<file path="config.mk">
export PLATFORM = sky130hd
export DESIGN_NAME = tape_ear_conditioner
export DESIGN_NICKNAME = d
export VERILOG_FILES = /design/src/rtl/tape_ear_conditioner.sv
export SDC_FILE = /design/constraint.sdc
export NUM_CORES = 1
export LEC_CHECK = 0
export CELL_PAD_IN_SITES_DETAIL_PLACEMENT = 1
export CELL_PAD_IN_SITES_GLOBAL_PLACEMENT = 1
export CORE_MARGIN = 2
export CORE_UTILIZATION = 30
export CTS_CLUSTER_SIZE = 14
export DETAILED_ROUTE_END_ITERATION = 8
export PLACE_DENSITY = 0.59
export SLEW_MARGIN = 15
export SYNTH_ARGS = -nofsm -noshare
export SYNTH_HDL_FRONTEND = slang
export SYNTH_SLANG_ARGS = --single-unit
</file>
<file path="constraint.sdc">
create_clock -name clk_sys_i -period 4.5 [get_ports clk_sys_i]
set_input_delay 1.35 -clock clk_sys_i [delete_from_list [all_inputs] [get_ports clk_sys_i]]
set_output_delay 1.35 -clock clk_sys_i [all_outputs]
set_load 0.02 [all_outputs]
</file>
<file path="src/rtl/tape_ear_conditioner.sv">
// Tape EAR conditioner: turns the raw 12-bit tape ADC stream into a clean
// 1-bit EAR level. It tracks the DC level, slices the signal with hysteresis
// around it, glitch-filters the sliced bit and flags tape activity.
module tape_ear_conditioner #(
    parameter int unsigned SHIFT          = 6,
    parameter logic [11:0] HYST           = 12'd64,
    parameter int unsigned GLITCH_SAMPLES = 3,
    parameter int unsigned ACT_TIMEOUT    = 28000000
) (
    input  logic        clk_sys_i,
    input  logic        reset_n_i,
    input  logic [11:0] adc_sample_i,
    input  logic        adc_valid_i,
    input  logic        enable_i,
    output logic        ear_o,
    output logic        edge_o,
    output logic        active_o,
    output logic [11:0] dc_level_o
);

    localparam int unsigned ACC_W       = 12 + SHIFT;
    localparam logic [3:0]  GLITCH_CNT  = 4'(GLITCH_SAMPLES);
    localparam logic [31:0] TIMEOUT     = 32'(ACT_TIMEOUT);
    localparam logic [ACC_W-1:0] ACC_RST = ACC_W'(2048) << SHIFT;

    // Upper threshold, clamped at full scale instead of wrapping.
    function automatic logic [11:0] sat_hi(input logic [11:0] dc);
        logic [12:0] sum;
        sum = {1'b0, dc} + {1'b0, HYST};
        return sum[12] ? 12'hFFF : sum[11:0];
    endfunction

    // Lower threshold, clamped at zero instead of wrapping.
    function automatic logic [11:0] sat_lo(input logic [11:0] dc);
        logic [12:0] diff;
        diff = {1'b0, dc} - {1'b0, HYST};
        return diff[12] ? 12'h000 : diff[11:0];
    endfunction

    logic [ACC_W-1:0]        acc_q, acc_d;
    logic                    raw_q, raw_d;
    logic                    ear_q, ear_d;
    logic                    edge_q, edge_d;
    logic [3:0]              gcnt_q, gcnt_d;
    logic [31:0]             tcnt_q, tcnt_d;

    logic [11:0]             dc_level;
    logic [11:0]             th_hi, th_lo;
    logic signed [12:0]      err;
    logic signed [ACC_W:0]   acc_sum;
    logic [3:0]              gcnt_inc;

    assign dc_level = acc_q[ACC_W-1:SHIFT];
    assign th_hi    = sat_hi(dc_level);
    assign th_lo    = sat_lo(dc_level);
    assign gcnt_inc = gcnt_q + 4'd1;

    // Write acc = dc*2^SHIFT + f with 0 <= f < 2^SHIFT. After an update
    // acc' = dc*(2^SHIFT-1) + f + sample, which lies in
    // [0, 4095*(2^SHIFT-1) + (2^SHIFT-1) + 4095] = [0, 2^(12+SHIFT)-1],
    // so the ACC_W-bit accumulator can never wrap in either direction.
    assign err     = $signed({1'b0, adc_sample_i}) - $signed({1'b0, dc_level});
    assign acc_sum = $signed({1'b0, acc_q}) + (ACC_W+1)'(err);

    // Per-sample datapath: DC tracker, hysteresis slicer and glitch filter.
    always_comb begin
        acc_d  = acc_q;
        raw_d  = raw_q;
        gcnt_d = gcnt_q;
        ear_d  = ear_q;
        edge_d = 1'b0;
        if (adc_valid_i) begin
            acc_d = acc_sum[ACC_W-1:0];
            // Thresholds come from the pre-update DC level; equality holds.
            if (adc_sample_i > th_hi) begin
                raw_d = 1'b1;
            end else if (adc_sample_i < th_lo) begin
                raw_d = 1'b0;
            end
            if (raw_d == ear_q) begin
                gcnt_d = 4'd0;
            end else if (gcnt_inc == GLITCH_CNT) begin
                ear_d  = ~ear_q;
                gcnt_d = 4'd0;
                edge_d = 1'b1;
            end else begin
                gcnt_d = gcnt_inc;
            end
        end
    end

    // Activity timer: an edge reloads it, otherwise it runs down to zero.
    always_comb begin
        if (edge_d) begin
            tcnt_d = TIMEOUT;
        end else if (tcnt_q != 32'd0) begin
            tcnt_d = tcnt_q - 32'd1;
        end else begin
            tcnt_d = tcnt_q;
        end
    end

    // State registers; asynchronous reset discards everything immediately.
    always_ff @(posedge clk_sys_i or negedge reset_n_i) begin
        if (!reset_n_i) begin
            acc_q  <= ACC_RST;
            raw_q  <= 1'b0;
            ear_q  <= 1'b0;
            edge_q <= 1'b0;
            gcnt_q <= 4'd0;
            tcnt_q <= 32'd0;
        end else begin
            acc_q  <= acc_d;
            raw_q  <= raw_d;
            ear_q  <= ear_d;
            edge_q <= edge_d;
            gcnt_q <= gcnt_d;
            tcnt_q <= tcnt_d;
        end
    end

    // Enable only masks the outputs; the filter and timer keep running.
    assign ear_o      = ear_q & enable_i;
    assign edge_o     = edge_q & enable_i;
    assign active_o   = (tcnt_q != 32'd0) & enable_i;
    assign dc_level_o = dc_level;

endmodule

</file>
==> results.py <==
metrics = {
    "yosys": {
        "yosys_warnings": 0,
        "synth_cell_types": 63,
        "synth_commonest_cells": "nor2_1, ha_1, dfrtp_1",
        "post_synthesis_average_cell_area_um2": 8.81,
        "count_of_flip_flops_with_a_built_in_enable_after_synthesis": 0,
        "yosysTopAreaCell": "dfrtp_1",
        "postSynthRegisterBits": 57,
        "post-synth-top-count-cell": "nor2_1",
        "synth_seq_area_share_pct": 29.7,
        "synth-main-ff-cell": "dfrtp_1",
        "synth_top_cell_area_share_pct": 29.2,
        "mappedNetlistNets": 620,
        "number_of_instances_in_the_synthesized_netlist": 545,
        "synth_area_leaders": "dfrtp_1, ha_1, xnor2_1",
        "ys_async_sr_fraction_pct": 100,
        "mappedNetlistArea_um2": 4800,
    },
    "final_layout": {
        "area_growth_pct": 31.6,
        "n_fill_cell": 1861,
        "final_cells": 856,
        "num-nets-final": 710,
        "postLayoutCellArea_um2": 6320,
        "drive_gt1_share_pct": 23.6,
        "num_antenna_cells": 0,
    },
    "route": {
        "post-route-drc-count": 0,
        "totalWireLength_mm": 13.3,
        "avgRoutedWirePerCell_um": 15.5,
        "initialDrtViolationCount": 105,
        "drt-pass1-iter-count": 4,
        "vias": 4262,
        "via_per_inst": 4.98,
        "ant_nets": 0,
    },
    "grt": {
        "global_route_wire_length_before_repair_mm": 22.1,
        "antenna_found_initial": 0,
        "number_of_global_route_vias_before_repair": 4570,
        "grt_max_degree": 47,
        "grt-ovfl-total": 0,
        "grt_util_all_layers_pct": 16.6,
    },
    "floorplanning": {
        "ioPinCount": 31,
        "initial_core_util_pct": 30.5,
        "die-height_um": 131,
        "num_rows": 46,
        "die_area_um2": 17000,
        "placeableCoreArea_um2": 15800,
        "die_width_um": 131,
    },
    "job": {
        "drv_cap": 0,
    },
    "critical_path": {
        "element_type_at_the_critical_path_start": "flop",
        "worst_path_dominant_cell_family": "simple AND/OR/NAND/NOR gates",
        "critical_path.cell_chain": "or4_4 > nor4b_4 > nand4_2 > or4b_4 > and2_1 > clkdlybuf4s50_1",
        "critPathBufInv": 1,
        "crit_path_kind": "flop to output pin",
        "cp_slowest_cell": "or4b_4",
        "timing.critical_path.fanout_max": 5,
        "crit-reg2reg-launch": "acc_q[12]",
        "setup.worst_path.start": "tcnt_q[8]",
        "crit_path_end_kind": "output pin",
        "worstPathArrival_ns": 3.04,
        "critPathMaxStageDelay_ns": 0.59,
        "cp.required_ns": 3.15,
    },
    "outcome": {
        "status": "finished, final reports clean",
    },
    "place": {
        "routability_congestion_estimate": 0.820,
        "numPlacedInstances": 824,
        "hpwl_mm": 9.99,
        "place.port_buffers": 30,
        "dpl-instance-area_um2": 5700,
    },
    "clock_tree": {
        "ctsLongestPathBuffers": 2,
        "clkTransAtPathRegs_ns": 0.05,
        "clock_tree.root_cell": "clkbuf_16",
        "cts_buffers": 9,
        "tritoncts": "built",
        "worstSkewPairLatency_ns": 0.34,
        "cts_sinks": 57,
        "ctsHtreeMaxLevel": 3,
    },
    "min_path": {
        "worstHoldPathType": "flop to flop",
        "hold_path.startpoint": "acc_q[5]",
    },
    "timing": {
        "fin_tns_setup_ns": 0,
        "final_hold_viol_count": 0,
        "timing.final.setup_violations": 0,
        "final_period_minus_worst_setup_slack_ns": 4.39,
        "worst_clock_skew_ns": 0.00381,
        "crit_share_post_route_pct": 97.5,
        "timing.max_slew.rel_slack_pct": 54.1,
        "timing.final.max_slew_violations": 0,
        "max_slew.worst_pin.slew_ns": 0.686,
        "grt_setup_unrepaired": "yes",
        "clock.fmax_mhz": 228,
    },
}
-- logic make-up (layout without fill, tap and decap cells) --
kind of cell / Yosys count / in the layout / synth area share [%]
buf+inv: 55 / 150 / 5.52
flops: 57 / 57 / 29.7
mux: 10 / 10 / 2.24
xor+xnor: 56 / 56 / 10.7
compound gates: 108 / 108 / 14.4
simple gates: 200 / 200 / 21.8
fa+ha+maj: 59 / 59 / 15.7
-- final timing paths --
path                               to  slack [ns]  cells past startpoint
min in group asynchronous  tcnt_q[28]        1.02                      1
setup / recovery             active_o        0.11                      6
hold / removal               acc_q[5]        0.51                      1
setup reg to reg           tcnt_q[23]        0.59                     16
max in group asynchronous    acc_q[9]        2.83                      2
hold reg to reg              acc_q[5]        0.51                      1
-- worst register-to-register path: stages (launching register included) --
cell	delay, ns
dfrtp_1	0.46
inv_1	0.21
ha_1	0.24
or3b_1	0.39
or3_1	0.49
nand2_1	0.15
ha_1	0.25
a21o_1	0.16
a21o_1	0.17
a21oi_1	0.15
o21ai_0	0.10
nand2_1	0.07
o21ai_1	0.12
o2111ai_1	0.32
nand2_1	0.15
buf_12	0.18
nand3b_1	0.16
-- cells in the final DEF (no fill, tap or decap), types with 5 or more instances in the layout --
| master | netlist | layout |
|---|---|---|
| buf_4 | 12 | 74 |
| nor2_1 | 59 | 59 |
| dfrtp_1 | 56 | 56 |
| ha_1 | 57 | 51 |
| nand2_1 | 45 | 45 |
| xnor2_1 | 38 | 37 |
| a21oi_1 | 35 | 28 |
| inv_1 | 29 | 27 |
| clkdlybuf4s50_1 | 0 | 24 |
| nand3_1 | 22 | 22 |
| xor2_1 | 15 | 15 |
| o21ai_0 | 18 | 14 |
| a21o_1 | 14 | 14 |
| or3_1 | 11 | 10 |
| nor3_1 | 11 | 10 |
| clkbuf_16 | 0 | 9 |
| a21oi_2 | 0 | 6 |
| or4_1 | 6 | 6 |
| mux2_2 | 6 | 6 |
| o21a_1 | 5 | 5 |
| nand4_1 | 5 | 5 |
| ha_4 | 0 | 5 |
-- final cells by class --
type	instances	area [µm²]	area share (%)
multi-input cells	433	3320	52.5
flip-flops and latches	57	1430	22.6
repair buffers	105	868	13.7
well taps	216	270	4.28
clock buffers	11	243	3.84
inverters	29	111	1.76
clock inverters	5	78.8	1.25
-- sequential cells by signal, summed over array words and instances (netlist names) --
name and count:
raw_q 1, gcnt_q 4, edge_q 1, acc_q 18
tcnt_q 32, ear_q 1
-- metrics by stage --
stage	hold WS [ns]	util [%]	worst slack, ns
after CTS	0.516	39.0	0.000282
final	0.514	40.1	0.113
after detailed placement	0.504	36.1	-0.719
after floorplan	0.479	-	0.0151
after global placement	0.496	36.1	-0.642
after global routing	0.544	40.1	-0.0452
-- layer usage --
metal,vias up,track usage (%),wire length (µm)
met2,41,30.0,6620
met4,0,4.07,204
met3,17,4.07,351
met5,-,0,0
li1,2091,-,-
met1,2113,19.7,6080
-- what timing repair did --
action                                  in CTS  in global routing
pin swaps                                   18                 19
resized for setup                           20                 32
setup buffers                                9                  8
hold endpoints to repair                     0                  0
gates cloned                                 0                  0
hold buffers                                 0                  0
endpoints found under the setup margin       7                  7
Power is not shown: default switching activity piles up to over one toggle a cycle in this logic, so the estimate is an artifact.
